==> config.mk <==
export PLATFORM = sky130hd
export DESIGN_NAME = rename_unit
export DESIGN_NICKNAME = d
export VERILOG_FILES = /design/src/rtl/rename_pkg.sv /design/src/rtl/rename_free_list.sv /design/src/rtl/rename_unit.sv
export SDC_FILE = /design/constraint.sdc
export NUM_CORES = 1
export LEC_CHECK = 0
export CORE_UTILIZATION = 61
export DETAILED_ROUTE_END_ITERATION = 10
export PLACE_DENSITY_LB_ADDON = 0.25
export SLEW_MARGIN = 30
export SYNTH_ARGS = -nofsm -noshare
export SYNTH_HDL_FRONTEND = slang
export SYNTH_HIERARCHICAL = 1
export SYNTH_SLANG_ARGS = --single-unit
==> constraint.sdc <==
create_clock -name clk -period 9 [get_ports clk]
set_input_delay 1.35 -clock clk [delete_from_list [all_inputs] [get_ports clk]]
set_output_delay 1.35 -clock clk [all_outputs]
set_load 0.005 [all_outputs]
==> src/rtl/rename_pkg.sv <==
// Shared defaults, index-width helpers and index typedefs for the register rename unit.
package rename_pkg;

   localparam int DEF_ARCH_REGS  = 8;
   localparam int DEF_PHYS_REGS  = 16;
   localparam int DEF_READ_PORTS = 2;

   function automatic int calc_aw(input int arch_regs);
      return $clog2(arch_regs);
   endfunction

   function automatic int calc_pw(input int phys_regs);
      return $clog2(phys_regs);
   endfunction

   typedef logic [$clog2(DEF_ARCH_REGS)-1:0] arch_idx_t;
   typedef logic [$clog2(DEF_PHYS_REGS)-1:0] phys_idx_t;

endpackage

==> src/rtl/rename_free_list.sv <==
// Free physical register pool: bit vector, lowest-free encoder, registered population count,
// and a whole-vector reload used when speculative state is discarded.
module rename_free_list
   import rename_pkg::*;
#(
   parameter  int ARCH_REGS = DEF_ARCH_REGS,
   parameter  int PHYS_REGS = DEF_PHYS_REGS,
   localparam int PW        = calc_pw(PHYS_REGS)
) (
   input  logic                 clk,
   input  logic                 rst,
   input  logic                 alloc_fire,
   input  logic                 release_valid,
   input  logic [PW-1:0]        release_idx,
   input  logic                 reload_valid,
   input  logic [PHYS_REGS-1:0] reload_vec,
   output logic [PW-1:0]        alloc_idx,
   output logic [PW:0]          free_count
);

   localparam int CW = PW + 1;

   logic [PHYS_REGS-1:0] free_q, free_d;
   logic [CW-1:0]        count_q, count_d;

   // Scan from the top so the last hit is the lowest set bit.
   always_comb begin
      alloc_idx = '0;
      for (int i = PHYS_REGS - 1; i >= 0; i--) begin
         if (free_q[i]) alloc_idx = PW'(i);
      end
   end

   // The released register was not free this cycle, so it can never be the one allocated.
   always_comb begin
      free_d = free_q;
      if (alloc_fire)    free_d[alloc_idx]   = 1'b0;
      if (release_valid) free_d[release_idx] = 1'b1;
      if (reload_valid)  free_d              = reload_vec;
      count_d = '0;
      for (int i = 0; i < PHYS_REGS; i++) begin
         count_d = count_d + CW'(free_d[i]);
      end
   end

   always_ff @(posedge clk) begin
      if (rst) begin
         for (int i = 0; i < PHYS_REGS; i++) begin
            free_q[i] <= (i >= ARCH_REGS);
         end
         count_q <= CW'(PHYS_REGS - ARCH_REGS);
      end else begin
         free_q  <= free_d;
         count_q <= count_d;
      end
   end

   assign free_count = count_q;

endmodule

==> src/rtl/rename_unit.sv <==
// Register rename: speculative and committed arch->phys maps over a shared free list,
// with combinational source lookups and single-cycle flush back to committed state.
module rename_unit
   import rename_pkg::*;
#(
   parameter  int ARCH_REGS  = DEF_ARCH_REGS,
   parameter  int PHYS_REGS  = DEF_PHYS_REGS,
   parameter  int READ_PORTS = DEF_READ_PORTS,
   localparam int AW         = calc_aw(ARCH_REGS),
   localparam int PW         = calc_pw(PHYS_REGS)
) (
   input  logic                           clk,
   input  logic                           rst,
   input  logic [READ_PORTS-1:0]          rd_valid,
   input  logic [READ_PORTS-1:0][AW-1:0]  rd_arch,
   output logic [READ_PORTS-1:0][PW-1:0]  rd_phys,
   output logic [READ_PORTS-1:0]          rd_phys_valid,
   input  logic                           alloc_valid,
   input  logic [AW-1:0]                  alloc_arch,
   output logic                           alloc_ready,
   output logic [PW-1:0]                  alloc_phys,
   output logic [PW-1:0]                  alloc_old_phys,
   input  logic                           commit_valid,
   input  logic [AW-1:0]                  commit_arch,
   input  logic [PW-1:0]                  commit_phys,
   input  logic                           flush,
   output logic [PW:0]                    free_count
);

   if (PHYS_REGS <= ARCH_REGS) begin : g_bad_cfg
      $error("rename_unit: PHYS_REGS must exceed ARCH_REGS");
   end

   logic [PW-1:0]        spec_map_q   [ARCH_REGS];
   logic [PW-1:0]        spec_map_d   [ARCH_REGS];
   logic [PW-1:0]        commit_map_q [ARCH_REGS];
   logic [PW-1:0]        commit_map_d [ARCH_REGS];
   logic [PHYS_REGS-1:0] referenced;
   logic [PHYS_REGS-1:0] reload_vec;
   logic                 alloc_fire;

   assign alloc_ready    = (free_count != '0) && !flush;
   assign alloc_fire     = alloc_valid && alloc_ready;
   assign alloc_old_phys = spec_map_q[alloc_arch];
   assign rd_phys_valid  = rd_valid;

   for (genvar g = 0; g < READ_PORTS; g++) begin : g_rd
      assign rd_phys[g] = spec_map_q[rd_arch[g]];
   end

   always_comb begin
      commit_map_d = commit_map_q;
      if (commit_valid) commit_map_d[commit_arch] = commit_phys;
   end

   // Flush restores the committed view including this cycle's commit.
   always_comb begin
      spec_map_d = spec_map_q;
      if (alloc_fire) spec_map_d[alloc_arch] = alloc_phys;
      if (flush)      spec_map_d = commit_map_d;
   end

   always_comb begin
      referenced = '0;
      for (int a = 0; a < ARCH_REGS; a++) begin
         referenced[commit_map_d[a]] = 1'b1;
      end
      reload_vec = ~referenced;
   end

   always_ff @(posedge clk) begin
      if (rst) begin
         for (int a = 0; a < ARCH_REGS; a++) begin
            spec_map_q[a]   <= PW'(a);
            commit_map_q[a] <= PW'(a);
         end
      end else begin
         spec_map_q   <= spec_map_d;
         commit_map_q <= commit_map_d;
      end
   end

   rename_free_list #(
      .ARCH_REGS (ARCH_REGS),
      .PHYS_REGS (PHYS_REGS)
   ) u_free_list (
      .clk           (clk),
      .rst           (rst),
      .alloc_fire    (alloc_fire),
      .release_valid (commit_valid),
      .release_idx   (commit_map_q[commit_arch]),
      .reload_valid  (flush),
      .reload_vec    (reload_vec),
      .alloc_idx     (alloc_phys),
      .free_count    (free_count)
   );

endmodule

# Word level (Yosys, flattened, before mapping)

Cells that the tools add are included.

Flip-flop bits (word level): 85
Latch bits: 0
Bits in writable memories: 0
ROM bits: 0
Bits of input ports: 23
Output and inout port bits: 24
Logic and storage cells: 151
Memories: 0

$add $sub $neg: 15
Multiply operators: 0
Divide/modulo/power cells: 0
$lt $le $gt $ge: 26
Equal/unequal tests: 0
Shift operators: 0
Muxes and demuxes: 60
Bitwise gates (word level): 15
Reduce and logical (&&, ||, !) cells: 17

Operators with widths:

| kind                                                                   | number |
|---|---|
| 16-bit OR                                                              | 8 |
| 4-bit 2-to-1 mux                                                       | 26 |
| 32-bit 2-to-1 mux                                                      | 3 |
| 5-bit by 1-bit adder with 5-bit output                                 | 14 |
| 32-bit bitwise mux                                                     | 2 |
| 4-bit by 5-bit < comparator with 1-bit output (second input constant)  | 10 |
| 4-bit binary-select mux with 3-bit select                              | 4 |
| 16-bit 2-to-1 mux                                                      | 3 |
| 1-bit demux with 4-bit select                                          | 10 |
| 4-bit by 1-bit >= comparator with 1-bit output (second input constant) | 10 |
| 16-bit NOT                                                             | 2 |
| 4-bit demux with 3-bit select                                          | 2 |
| 16-bit bitwise AND                                                     | 1 |
| 4-bit >= comparator (second input constant)                            | 4 |
| 3-bit NOT with 4-bit output                                            | 4 |
| 1-bit logical AND                                                      | 14 |
| 1-bit 2-to-1 mux                                                       | 10 |
| 4-bit by 1-bit < comparator with 1-bit output (second input constant)  | 2 |
| 5-bit nonzero test                                                     | 1 |
| 1-bit by 1-bit adder with 2-bit output                                 | 1 |
| 2-bit nonzero test                                                     | 1 |
| 1-bit zero test                                                        | 1 |

# Longest topological paths before layout

Word-level depth: 41
Mapped depth: 28
Depth with buffers taken out: 25

# Cells and area by module

Netlist, hierarchy kept.

By module, submodules not included:

| module           | times used | cells an instance | area each (µm²) | seq. area each (µm²) |
|---|---|---|---|---|
| rename_unit      | 1          | 674               | 5490.3          | 1281.2 |
| rename_free_list | 1          | 245               | 1933.1          | 420.4 |

# Least setup slack after synthesis

No wires, ideal clock.

Kind: input -> register
Start point: input port commit_arch[0]
End point: register u_free_list.count_q[4] (netlist: u_free_list/free_count[4])
Arrival time: 6570 ps
Slack: 2303 ps
Stages: 24
Path buffers: 3
Cells stage by stage: buf_2 -> buf_1 -> clkbuf_1 -> mux2_2 -> nor3b_1 -> a311o_1 -> o21ai_0 -> a21o_1 -> fa_1 -> inv_1 -> ha_1 -> inv_1 -> fa_1 -> fa_1 -> fa_1 -> inv_1 -> fa_1 -> inv_1 -> fa_1 -> inv_1 -> a21oi_1 -> nor2_1 -> nor2_1 -> nor2_1

Cells in the longest elaborated chain, start to end: 35
Elaborated cells between the ends (all ways): 82
Classes of those cells: add/sub (15); order compare (20); mux (27); bitwise (10); reduce/logical (10)

Ends and longest elaborated chain:

| item                                                                                                                                         | line                                 | text |
|---|---|---|
| start: declaration                                                                                                                           | rename_unit.sv:24                    | `input logic [AW-1:0] commit_arch,` |
| 3-bit NOT with 4-bit output (implied by the code) (*)                                                                                        | rename_unit.sv:53, rename_unit.sv:91 |  |
| 4-bit >= comparator (implied by the code) / 4-bit by 1-bit < comparator with 1-bit output (equally long branches)                            | rename_unit.sv:53                    | `if (commit_valid) commit_map_d[commit_arch] = commit_phys;` |
| 1-bit logical AND (implied by the code)                                                                                                      | rename_unit.sv:53                    |  |
| 4-bit 2-to-1 mux (implied by the code)                                                                                                       | rename_unit.sv:53                    |  |
| 4-bit demux with 3-bit select                                                                                                                | rename_unit.sv:53                    |  |
| 32-bit bitwise mux                                                                                                                           | rename_unit.sv:53                    |  |
| 32-bit 2-to-1 mux                                                                                                                            | rename_unit.sv:53                    |  |
| 4-bit by 5-bit < comparator with 1-bit output (implied by the code) / 4-bit by 1-bit >= comparator with 1-bit output (equally long branches) | rename_unit.sv:66                    | `referenced[commit_map_d[a]] = 1'b1;` |
| 1-bit logical AND (implied by the code)                                                                                                      | rename_unit.sv:66                    |  |
| 1-bit 2-to-1 mux (implied by the code)                                                                                                       | rename_unit.sv:66                    |  |
| 1-bit demux with 4-bit select                                                                                                                | rename_unit.sv:66                    |  |
| 16-bit OR (no line) (7 in series)                                                                                                            | n/a                                  |  |
| 16-bit NOT                                                                                                                                   | rename_unit.sv:68                    | `reload_vec = ~referenced;` |
| 16-bit 2-to-1 mux (*)                                                                                                                        | rename_free_list.sv:39               | `if (reload_valid) free_d = reload_vec;` |
| 1-bit by 1-bit adder with 2-bit output                                                                                                       | rename_free_list.sv:42               | `count_d = count_d + CW'(free_d[i]);` |
| 5-bit by 1-bit adder with 5-bit output (13 in series)                                                                                        | rename_free_list.sv:42               |  |
| 5-bit by 1-bit adder with 5-bit output (*)                                                                                                   | rename_free_list.sv:42               |  |
| end signal: assignment                                                                                                                       | rename_free_list.sv:51               | `count_q <= CW'(PHYS_REGS - ARCH_REGS);` |
| end signal: assignment                                                                                                                       | rename_free_list.sv:54               | `count_q <= count_d;` |
| end: declaration                                                                                                                             | rename_free_list.sv:24               | `logic [CW-1:0] count_q, count_d;` |

Every way passes the cells marked *; elsewhere a longest branch is shown, timed or not. The select of a mux whose other input is x is not followed.
A chain may end at the register's enable or synchronous reset.

# Worst setup path after layout

Start point: input port commit_arch[1]
End point: register u_free_list.count_q[4] (netlist: u_free_list/free_count[4])

Cells in the longest elaborated chain, start to end: 35
Elaborated cells between the ends (all ways): 82
Classes of those cells: add/sub (15); order compare (20); mux (27); bitwise (10); reduce/logical (10)

Ends and longest elaborated chain:

| item                                                                                                                                         | line                   | text |
|---|---|---|
| 3-bit NOT with 4-bit output (implied by the code) (*)                                                                                        | rename_unit.sv:53      |  |
| 4-bit >= comparator (implied by the code) / 4-bit by 1-bit < comparator with 1-bit output (equally long branches)                            | rename_unit.sv:53      |  |
| 1-bit logical AND (implied by the code)                                                                                                      | rename_unit.sv:53      |  |
| 4-bit 2-to-1 mux (implied by the code)                                                                                                       | rename_unit.sv:53      |  |
| 4-bit demux with 3-bit select (*)                                                                                                            | rename_unit.sv:53      |  |
| 32-bit bitwise mux (*)                                                                                                                       | rename_unit.sv:53      |  |
| 32-bit 2-to-1 mux (*)                                                                                                                        | rename_unit.sv:53      |  |
| 4-bit by 5-bit < comparator with 1-bit output (implied by the code) / 4-bit by 1-bit >= comparator with 1-bit output (equally long branches) | rename_unit.sv:66      |  |
| [2 not listed]                                                                                                                               | n/a                    |  |
| 1-bit demux with 4-bit select                                                                                                                | rename_unit.sv:66      |  |
| 16-bit OR (no line) (6 in series)                                                                                                            | n/a                    |  |
| 16-bit OR (no line) (*)                                                                                                                      | n/a                    |  |
| 16-bit NOT (*)                                                                                                                               | rename_unit.sv:68      |  |
| named net reload_vec[0]                                                                                                                      | rename_unit.sv:39      | `logic [PHYS_REGS-1:0] reload_vec;` |
| 16-bit 2-to-1 mux (*)                                                                                                                        | rename_free_list.sv:39 |  |
| 1-bit by 1-bit adder with 2-bit output (*)                                                                                                   | rename_free_list.sv:42 |  |
| 5-bit by 1-bit adder with 5-bit output (*) (14 in series)                                                                                    | rename_free_list.sv:42 |  |

Mark *: on every way through the listed nets, which the timed path passes. The rest lies on a longest branch. The select of a mux whose other input is x is not followed.

==> flow_metrics.env <==
export IMPL_critical_path_max_stage_delay_ns=0.81
export IMPL_cp_top_family="adder cells"
export IMPL_r2r_end="u_free_list/free_count[4]"
export IMPL_yosysWarnings=6
export IMPL_num_rows=39
export IMPL_syn_area_per_cell_um2=8.078
export IMPL_synth_nets=962
export IMPL_start_kind="input port"
export IMPL_fmax_mhz=126.9
export IMPL_final_setup_tns_ns=0
export IMPL_hold_buffers=0
export IMPL_setup_violations=0
export IMPL_clkSlewWorstSetupHoldPaths_ns=0.07
export IMPL_dp_slack_ns=1.096
export IMPL_io_pin_count=47
export IMPL_rsz0062_at_grt="no"
export IMPL_vias=8204
export IMPL_hpwl_um=21170
export IMPL_tritoncts="done"
export IMPL_netlist_area_leader_share=0.2292
export IMPL_globalRouteOverflowTotal=0
export IMPL_period_needed_ns=7.880
export IMPL_gp_congestion=1.164
export IMPL_antenna_found_initial=0
export IMPL_ant_nets=0
export IMPL_post_route_period_util=0.8756
export IMPL_p_leak_nw=2.996
export IMPL_finalWorstSetupSlack_ns=1.120
export IMPL_grt_pass1_wl_um=44370
export IMPL_die_area_um2=12610
export IMPL_synth_common_cells="nor2_1 (109), dfxtp_1 (85), nand2_1 (73)"
export IMPL_skew_ns=0.009279
export IMPL_cts_made_buffers=9
export IMPL_crit_path_end_kind="register"
export IMPL_total_power_mw=1.295
export IMPL_synthTopCellsByArea="dfxtp_1 (23%), mux4_2 (6.7%), nor2_1 (5.5%)"
export IMPL_core_um2=11610
export IMPL_drive_gt1_frac=0.1265
export IMPL_violations="DRC"
export IMPL_netlist_area_um2=7423
export IMPL_cts_max_level=3
export IMPL_status="finished with violations"
export IMPL_drt_initial_drc_count=1332
export IMPL_syn_instance_count=919
export IMPL_grt_pass1_vias=7726
export IMPL_ys_types=89
export IMPL_synth_edf_count=0
export IMPL_synthFlopType="dfxtp_1"
export IMPL_die_w_um=112.3
export IMPL_crit_buf_inv=7
export IMPL_worst_ep_arrival_time_ns=8.08
export IMPL_drc=2
export IMPL_min_from="spec_map_q[1]"
export IMPL_place_area_um2=7745
export IMPL_numClockSinks=85
export IMPL_ys_seq_elements=85
export IMPL_holdWs_ns=0.5380
export IMPL_nNetsFinal=947
export IMPL_start_util=0.6392
export IMPL_grt_max_degree=92
export IMPL_drt_total_wl_um=28910
export IMPL_ff2ff_path_depth=20
export IMPL_timing_slew_headroom=0.3583
export IMPL_crit_required_ns=9.20
export IMPL_final_area_um2=8046
export IMPL_yosysSeqAreaShare=0.2292
export IMPL_yosys_cell_count_top_type="nor2_1"
export IMPL_grt_total_usage=0.4603
export IMPL_worst_slew_pin_slew_ns=0.9596
export IMPL_maxSlewViolCount=0
export IMPL_cts_setup_buffers=0
export IMPL_cts_repair_resized=0
export IMPL_cp_common_cell="fa_1"
export IMPL_routedWlPerCell_um=27.48
export IMPL_r2r_slack_ns=2.90
export IMPL_die_y_um=112.3
export IMPL_crit_type="in -> reg"
export IMPL_cp_max_fo=18
export IMPL_viasPerCell=7.798
export IMPL_n_antenna_cell=0
export IMPL_worst_path_max_delay_cell="clkdlybuf4s50_1"
export IMPL_peakVddDrop_mv=0.2558
export IMPL_area_growth_syn_to_layout_pct=8.394
export IMPL_p_per_area_nw_per_um2=160.9
export IMPL_worstSkewPairLatency_ns=0.35
export IMPL_max_cap_violations=0
export IMPL_drtPass1Iterations=9
export IMPL_synth_async_reset_ratio=0
export IMPL_clk_root_buffer_cell="clkbuf_16"
export IMPL_critPathLaunch="commit_arch[1]"
export IMPL_clockBufferDepth=2
export IMPL_holdPathEnd="spec_map_q[1]"
export IMPL_hold_violations=0
export IMPL_whs_path_depth=1
export IMPL_hp_class="reg -> reg"
export IMPL_r2r_start="u_free_list/free_count[3]"
export IMPL_synth_area_leader_cell="dfxtp_1"
export IMPL_portBuffers=42
-- area by class of cell --
class,instances,area (µm²)
Tap cell,143,178.9
Clock buffer,9,225.2
Timing Repair Buffer,53,493.0
Clock inverter,7,76.32
Multi-Input combinational cell,726,5263
Fill cell,872,3567
Inverter,29,108.9
Sequential cell,85,1702
-- cell families (layout without fill, tap and decap cells) --
group | Yosys count | in the layout | share of synthesized area
and+or+nand+nor | 387 | 387 | 0.2714
DFF | 85 | 85 | 0.2292
buffers and inverters | 108 | 98 | 0.06186
xor gates and xnor gates | 4 | 4 | 0.004720
adders and majority gates | 20 | 20 | 0.04483
muxes | 90 | 90 | 0.1633
AOI/OAI and AO/OA | 225 | 225 | 0.2247
-- state kept, by name (all words and copies together), names as in the netlist --
signal                  count
commit_map_q               32
spec_map_q                 32
u_free_list/free_q         16
u_free_list/free_count      5
-- where the power goes --
group / total (mW) / switching (mW) / internal (mW)
clock network: 0.375 / 0.177 / 0.197
logic: 0.484 / 0.280 / 0.204
registers: 0.436 / 0.0357 / 0.400
total: 1.29 / 0.494 / 0.801
-- through the flow --
stage / cells / utilization
after floorplan: 919 / -
after global placement: 1036 / 0.6669
after detailed placement: 1036 / 0.6669
after CTS: 1052 / 0.6928
after global routing: 1052 / 0.6928
final: 1052 / 0.6928
-- routing by layer --
metal | wire (µm) | global-route usage | vias up
met5 | 0 | 0 | -
met4 | 2039 | 0.2649 | 0
met3 | 4040 | 0.1496 | 226
met2 | 12840 | 0.7354 | 777
met1 | 9984 | 0.5451 | 3808
li1 | - | - | 3393
-- placed cells by master (no fill, tap or decap), types with 10 or more instances in the layout --
master / instances
fa_1: 11
a211oi_1: 13
mux2_2: 26
nand2b_1: 39
inv_1: 28
nor3_1: 36
a21o_1: 10
nor2b_1: 17
a21oi_1: 39
a22oi_1: 10
nand3_1: 23
nand2_1: 73
o21ai_0: 22
mux2i_1: 39
a31oi_1: 14
dfxtp_1: 85
clkdlybuf4s50_1: 40
nor2_1: 109
o22ai_1: 14
mux4_2: 22
buf_4: 11
nor4_1: 15
-- how the worst max path moves through the flow --
| stage | end | slack, ns | depth (start not counted) |
|---|---|---|---|
| floorplan | u_free_list/free_count[4] | 2.30 | 24 |
| global placement | u_free_list/free_count[4] | 1.21 | 26 |
| detailed placement | u_free_list/free_count[4] | 1.10 | 26 |
| CTS | u_free_list/free_count[4] | 1.30 | 26 |
| global route | u_free_list/free_count[4] | 0.87 | 26 |
| finish | u_free_list/free_count[4] | 1.12 | 26 |
Note: power is estimated with default switching activity, not from simulation.
==> patch, RTL diff (same flow settings) <==
Reset style: asynchronous (`rst`), changed in 2 clocked blocks.
--- a/src/rtl/rename_free_list.sv
+++ b/src/rtl/rename_free_list.sv
@@ -45,3 +45,3 @@
 
-   always_ff @(posedge clk) begin
+   always_ff @(posedge clk or posedge rst) begin
       if (rst) begin
--- a/src/rtl/rename_unit.sv
+++ b/src/rtl/rename_unit.sv
@@ -70,3 +70,3 @@
 
-   always_ff @(posedge clk) begin
+   always_ff @(posedge clk or posedge rst) begin
       if (rst) begin
Check against the original RTL: not equivalent (Yosys sat finds a counterexample within 4 cycles, from zero or initial values and one cycle with rst high; the reset may be asserted at any time).
==> patch against the unedited design <==
- worst hold slack worse by 0.033 ns
- setup slack better by 0.61 ns
- area after synthesis down 5.2%
- final area down 3.9%
- cell count down 14%
- wire length down 16%
- sequential cell count unchanged
- largest cell class unchanged
Power is not compared: it rests on default switching activity, and its combinational part moved more than twofold at a synthesized area within 25%.
==> patch: results (changes against the unedited design) <==
- The worst-case headroom to the max-slew limit came to 33.4% (was 35.8%).
- The number of nets in the final layout came to 799 (was 947).
- Proportion of synthesized flip-flops having asynchronous set or reset: 100% (was 0%)
- First-pass GRT wire length: 37.2 mm (was 44.4 mm)
* Count of routing violations after the opening detailed-route iteration: 1,013 (was 1,332)
* Placer congestion estimate: 1.06 (was 1.16)
- The internal reg-to-reg setup slack is 2.79 ns (was 2.90 ns).
* Maximum number of pins on one net before global-route repair: 65 (was 92)
- The first-pass iteration count of the detailed router was 7 (was 9).
- Final non-filler cell total: 901 (was 1,052)
- The total number of yosys warnings was 6 (unchanged).
- Highest Clock Rate: 138 MHz (was 127 MHz)
* Post-detailed-route wirelength per cell: 27.1 um (was 27.5 um)
* Placed cells: 885 (was 1,036)
- The proportion of synthesized chip area in sequential cells came to 30.8% (was 22.9%).
* Final HPWL DP: 18.2 mm (was 21.2 mm)
- The area of placed instances was 7450 sq um (was 7740 sq um).
- Final Hold Slack: 0.505 ns (was 0.538 ns)
- Final number of hold-violating endpoints: 0 (unchanged)
* Via density per instance: 7.63 (was 7.80)
- Fraction of layout instances using a drive strength above 1: 20.8% (was 12.7%)
- Clock buffers created by TritonCTS: 9 (unchanged)
- Fill count: 795 (was 872)
- The global-route usage over all layers was 42.7% (was 46.0%).
* Worst slack at placement: 1.25 ns (was 1.10 ns)
* Post-Synthesis Net Count: 784 (was 962)
- Commonest cells in the synthesized netlist: nand2_1 (74), nor2_1 (53), dfrtp_1 (52) (was nor2_1 (109), dfxtp_1 (85), nand2_1 (73)).
* Number of library cell types mapped by synthesis: 86 (was 89)
* Top area cells in the synthesized netlist: dfrtp_1 (18%), dfstp_2 (12%), mux4_2 (9.0%) (was dfxtp_1 (23%), mux4_2 (6.7%), nor2_1 (5.5%))
- Gate count after technology mapping: 741 (was 919)
* Via count of the first global-routing pass: 6,539 (was 7,726)
- Outcome: finished clean (was finished, violations left)
- Summed over all cells, the static leakage comes to 3.13 nW.
- The final setup skew came to 0.00629 ns (was 0.00928 ns).
- The number of antenna violations at the first check in global routing is 1 (was 0).
* Cts repair resizes: 0 (unchanged)
patch: cell count changes after synthesis, moves of 16 or more:
cell      delta
o22ai_1     +16
dfxtp_1     -85
nand2b_1    -19
a22o_1      +18
mux2i_1     -37
dfstp_2     +33
nor2_1      -56
dfrtp_1     +52
clkbuf_1    -32
patch: layer usage:
layer	GRT usage (%)	vias to the layer above	routed length, um
li1	-	2860	-
met1	54.9	3283	8930
met2	65.1	612	11100
met3	16.4	121	3370
met4	16.5	0	975
met5	0	-	0
patch: layout make-up:
| cell class | instances | area [sq um] | share of cell area (%) |
|---|---|---|---|
| Clock inverter | 6 | 48.8 | 0.631 |
| Timing Repair Buffer | 47 | 448 | 5.79 |
| Multi-Input combinational cell | 576 | 4520 | 58.5 |
| Inverter | 37 | 139 | 1.80 |
| Sequential cell | 85 | 2170 | 28.0 |
| Clock buffer | 10 | 229 | 2.96 |
| Tap cell | 140 | 175 | 2.27 |
patch: path summary, 6_finish.rpt:
path                                              to                 startpoint  depth (start not counted)
setup / recovery           u_free_list/free_count[4]             commit_arch[2]                         23
hold / removal                        spec_map_q[10]             spec_map_q[10]                          2
setup reg to reg           u_free_list/free_count[4]  u_free_list/free_count[0]                         23
hold reg to reg                       spec_map_q[10]             spec_map_q[10]                          2
max in group asynchronous           commit_map_q[20]                        rst                          3
min in group asynchronous  u_free_list/free_count[2]                        rst                          2
patch: kinds of logic after synthesis:
logic type	share of synthesized area, %
flip-flops	30.8
AND/OR/NAND/NOR	23.8
AO/OA/AOI/OAI	21.1
XOR/XNOR	0.249
multiplexers	14.4
adder cells (fa/ha/maj)	4.73
buffers and inverters	4.98
patch: power breakdown:
group | internal, mW | switching [mW]
clock | 0.189 | 0.154
sequential | 0.529 | 0.173
combinational | 0.655 | 0.804
total | 1.37 | 1.13
patch: worst max-delay path, cell delays in order:
cell             delay [ns]
clkdlybuf4s50_1        0.86
nor4b_4                0.68
nor3b_1                0.12
a22oi_1                0.25
o221ai_1               0.17
nor4_1                 0.36
inv_1                  0.09
a21oi_1                0.23
inv_1                  0.08
fa_1                   0.49
inv_1                  0.05
ha_1                   0.27
inv_1                  0.05
fa_1                   0.53
fa_1                   0.44
fa_1                   0.49
inv_1                  0.05
fa_1                   0.39
inv_1                  0.08
fa_1                   0.21
inv_1                  0.06
a21oi_1                0.13
o21bai_1               0.07
